### config.mk
export PLATFORM = sky130hd
export DESIGN_NAME = pulpemu_ctrl
export DESIGN_NICKNAME = d
export VERILOG_FILES = /design/src/rtl/pulpemu_ctrl.sv
export SDC_FILE = /design/constraint.sdc
export NUM_CORES = 1
export LEC_CHECK = 0
export ABC_AREA = 1
export BUFFER_PORTS_ARGS = -buffer_cell sky130_fd_sc_hd__clkbuf_2
export CELL_PAD_IN_SITES_DETAIL_PLACEMENT = 0
export CELL_PAD_IN_SITES_GLOBAL_PLACEMENT = 2
export CORE_ASPECT_RATIO = 0.8
export CORE_MARGIN = 2
export CORE_UTILIZATION = 27
export CTS_CLUSTER_SIZE = 25
export DETAILED_ROUTE_END_ITERATION = 8
export PLACE_DENSITY_LB_ADDON = 0.1
export SLEW_MARGIN = 10
export SYNTH_ARGS = -nofsm -noshare
export SYNTH_HDL_FRONTEND = slang
export SYNTH_SLANG_ARGS = --single-unit
### constraint.sdc
create_clock -name ps7_clk -period 2.4 [get_ports ps7_clk]
set_input_delay 0.48 -clock ps7_clk [delete_from_list [all_inputs] [get_ports ps7_clk]]
set_output_delay 0.48 -clock ps7_clk [all_outputs]
set_load 0.1 [all_outputs]
### src/rtl/pulpemu_ctrl.sv
// pulpemu_ctrl: PS7 run-control for PULPino SoCs - reset sequencing, fetch enables,
// sticky end-of-computation capture and a saturating run-cycle counter.
module pulpemu_ctrl #(
  parameter int N_CORE   = 1,
  parameter int RST_HOLD = 16,
  parameter int CNT_W    = 32
) (
  input  logic              ps7_clk,
  input  logic              ps7_rst_n,
  input  logic [31:0]       ctrl_i,
  input  logic [N_CORE-1:0] eoc_i,
  output logic              rstn_soc_o,
  output logic [N_CORE-1:0] fetch_en_o,
  output logic [31:0]       status_o,
  output logic [CNT_W-1:0]  cycle_cnt_o
);
  localparam int HW = $clog2(RST_HOLD + 1);
  typedef enum logic [1:0] {HOLD = 2'd0, IDLE = 2'd1, RUN = 2'd2, DONE = 2'd3} state_t;
  state_t state, next_state;
  logic [31:0] ctrl_q;
  logic [N_CORE-1:0] eoc_m, eoc_s, eoc_set, eoc_sticky, fetch_req;
  logic [HW-1:0] hold_cnt;
  logic run_req, start, all_done, cnt_clr, cnt_sat;
  logic unused_ctrl;
  assign fetch_req   = ctrl_q[N_CORE-1:0];
  assign run_req     = ctrl_q[31];
  assign eoc_set     = eoc_s & fetch_en_o;
  assign all_done    = (fetch_en_o != '0) && (((eoc_sticky | eoc_set) & fetch_en_o) == fetch_en_o);
  assign start       = (state == IDLE) && (next_state == RUN);
  assign cnt_clr     = ctrl_q[30] || start;
  assign cnt_sat     = &cycle_cnt_o;
  assign unused_ctrl = ^ctrl_q[29:N_CORE];
  assign status_o    = {21'd0, cnt_sat, state, 8'(eoc_sticky)};
  // a dropped run request overrides every other transition
  always_comb begin
    next_state = state;
    if (!run_req) next_state = HOLD;
    else
      case (state)
        HOLD:    next_state = (hold_cnt == '0) ? IDLE : HOLD;
        IDLE:    next_state = (fetch_req != '0) ? RUN : IDLE;
        RUN:     next_state = (fetch_req == '0) ? IDLE : all_done ? DONE : RUN;
        DONE:    next_state = (fetch_req == '0) ? IDLE : DONE;
        default: next_state = HOLD;
      endcase
  end
  always_ff @(posedge ps7_clk or negedge ps7_rst_n)
    if (!ps7_rst_n) begin
      ctrl_q      <= '0;
      eoc_m       <= '0;
      eoc_s       <= '0;
      state       <= HOLD;
      hold_cnt    <= HW'(RST_HOLD);
      rstn_soc_o  <= 1'b0;
      fetch_en_o  <= '0;
      eoc_sticky  <= '0;
      cycle_cnt_o <= '0;
    end else begin
      ctrl_q      <= ctrl_i;
      eoc_m       <= eoc_i;
      eoc_s       <= eoc_m;
      state       <= next_state;
      hold_cnt    <= !run_req ? HW'(RST_HOLD) : (state == HOLD && hold_cnt != '0) ? hold_cnt - HW'(1) : hold_cnt;
      rstn_soc_o  <= next_state != HOLD;
      fetch_en_o  <= (next_state == HOLD) ? '0 : fetch_req;
      eoc_sticky  <= (next_state == HOLD || start) ? '0 : eoc_sticky | eoc_set;
      cycle_cnt_o <= cnt_clr ? '0 : (state == RUN && !cnt_sat) ? cycle_cnt_o + CNT_W'(1) : cycle_cnt_o;
    end
endmodule

==> out/results.ini <==
[die]
coreArea_mm2 = 0.0110
die-area_mm2 = 0.0123
start_util = 0.280
num_rows = 34
die_h_um = 99.5
ios = 101
dieWidth_um = 123

[worst_setup_path]
setup.worst_path.class = reg -> out
timing.critical_path.buf_inv = 2
cp_slowest_cell = dfrtp_4
crit_chain = ha_4 -> nand2_4 -> nor2_4 -> nand3_2 -> nor2_2 -> nand2_1 -> nor4_2 -> buf_4 -> buf_12
cp_max_fo = 2
cp-end-kind = output pin
worst_path_largest_cell_delay_ns = 0.44
cp.required_ns = 1.92
arrival_ns = 1.84
start_kind = register
path_delay_family = simple AND/OR/NAND/NOR gates

[drt]
drtIter0Drc = 156
final_antenna_net_count = 0
wl_per_cell_um = 14.8
dr_total_vias = 2851
routed_wl_um = 9470
vias_per_cell = 4.45
remaining_drc_errors = 0
firstDrtPassIters = 4

[layout]
layout.nets = 534
multiInputGateArea_mm2 = 0.00165
final_layout_size_suffix_gt1_frac = 0.249
seq_area_mm2 = 0.00121
fillers = 1200
syn2layout_area_growth_pct = 21.2
final_core_util = 0.340
antenna_cells = 0

[clocking]
numCtsBuffers = 5
clockRootBuffer = clkbuf_16
htreeDepth = 2
clock_path_buffers = 2
clkTransAtPathRegs_ns = 0.08
clk_latency_ns = 0.30
holdBufCountCts = 0
cts.sinks = 47
tritoncts = built

[status]
status = finished, final reports clean

[synth]
synthFlopType = dfrtp_1
synthCells = 439
synth_seq_area_share = 0.383
syn_avg_cell_area_um2 = 7.01
ys_types = 32
synth-edff-count = 0
yosys-top-cells-count = nand2_1, nor2_1, dfrtp_1
yosys-top-cells-area = dfrtp_1, nand2_1, buf_4, nor2_1, nand3_1
syn_area_mm2 = 0.00308
yosysTopAreaCell = dfrtp_1
synth_warnings = 0
async_flop_share = 1.00
synth_top_area_frac = 0.374
post-synth-top-count-cell = nand2_1
synth-seq-cells = 47

[sta]
slew_headroom = 0.529
finClkSkew_ns = 0.00919
worst-slew-pin-transition_ns = 0.706
fin_crit_ns = 2.32
tns_ns = 0
whs_ns = 0.219
worst_slack_ns = 0.0836
drv_slew = 0
fmax_mhz = 432
finalHoldViolCount = 0
min_period_over_period = 0.965
finalSetupViolCount = 0
rsz0062_at_grt = no

[grt]
grt_max_degree = 33
antenna_found_initial = 0
grt_first_pass_wirelength_um = 15000
grtUsageTotal = 0.163
grt-ovfl-total = 0
grt_pass1_vias = 2735

[placed_design]
io_buffers = 43
place_ws_ns = 0.147
gp_congestion = 0.854
dpl.hpwl_um = 6980

[worst_hold_path]
worstHoldPathType = in -> async

[job]
cap_violations = 0

[pwr]
p_leak_nw = 1.79
total_power_mw = 2.34
power.density_mw_per_mm2 = 629
ir_worst_vdd_uv = 268

[cells in the final DEF, fill, tap and decap left out, types with 2 or more instances in the layout]
master     count
conb_1        28
nand3b_1       8
dfrtp_4        2
xor2_1         8
dfrtp_2       23
ha_1           2
or2_2          4
nand4_1       20
o21ai_0        6
nand2_2        7
nor2_2         7
buf_4         17
nand2_1      152
clkinv_4       2
clkbuf_2      42
nor3_1         3
nor2_4         3
a21oi_1        5
clkbuf_16      5
buf_12         2
nand3_1       27
dfrtp_1       21
nor2_1        55
nand2_4        2
inv_1         33
[registers in the layout, indices dropped and copies added, names as in the netlist]
name and flops:
ctrl_q 3, state 2, rstn_soc_o 1, eoc_s 1
fetch_en_o 1, cycle_cnt_o 32, eoc_m 1, hold_cnt 5
eoc_sticky 1
[power by group]
group	internal (mW)	leakage (nW)	total (mW)	switching [mW]
clock	0.498	0.0844	0.851	0.353
sequential	0.848	0.594	0.878	0.0297
combinational	0.0968	1.11	0.616	0.519
total	1.44	1.79	2.34	0.902
[stage by stage]
step / instances / area, um2
after CTS: 639 / 3710
after detailed placement: 627 / 3460
final: 641 / 3730
after global placement: 627 / 3460
after floorplan: 466 / 3210
after global routing: 641 / 3730
[per-layer routing]
metal  routed length [um]  share of wire  vias up  GRT usage
li1                     -              -     1443          -
met1                 5030           0.53     1349      0.248
met2                 4050           0.43       54      0.241
met3                  335          0.035        5     0.0275
met4                   55         0.0058        0     0.0315
met5                    0              0        -          0
[final cells by class]
cell class / count / area share
multi-input cells: 347 / 0.443
flip-flops and latches: 47 / 0.326
repair buffers: 61 / 0.101
well taps: 144 / 0.0483
inverters: 34 / 0.0356
clock buffers: 5 / 0.0336
clock inverters: 3 / 0.0128
[kinds of logic (layout without fill, tap and decap cells)]
group	Yosys count	in the layout	synth area share
AND/OR/NAND/NOR	292	292	0.418
buffers and inverters	72	103	0.133
flip-flops	47	47	0.383
AO/OA/AOI/OAI	15	15	0.0269
XOR/XNOR	9	9	0.0256
adder cells (fa/ha/maj)	3	3	0.0122
other	1	28	0.00122
[worst paths after layout]
kind                       slack (ns)  depth (start not counted)      startpoint              end
setup reg to reg                 0.41                         12  cycle_cnt_o[1]  cycle_cnt_o[17]
max in group asynchronous        1.57                          2       ps7_rst_n  cycle_cnt_o[15]
hold reg to reg                  0.37                          0           eoc_m            eoc_s
setup / recovery                 0.08                          9  cycle_cnt_o[1]     status_o[10]
min in group ps7_clk             0.28                          1       ctrl_i[0]        ctrl_q[0]
hold / removal                   0.22                          1       ps7_rst_n  cycle_cnt_o[17]
[timing repair]
action | CTS | global route
buffers inserted | 4 | 2
gates resized for setup | 12 | 1
pin swaps | 5 | 2
setup endpoints to repair | 1 | 1
gates cloned | 0 | 0
(Power assumes the default switching activity.)
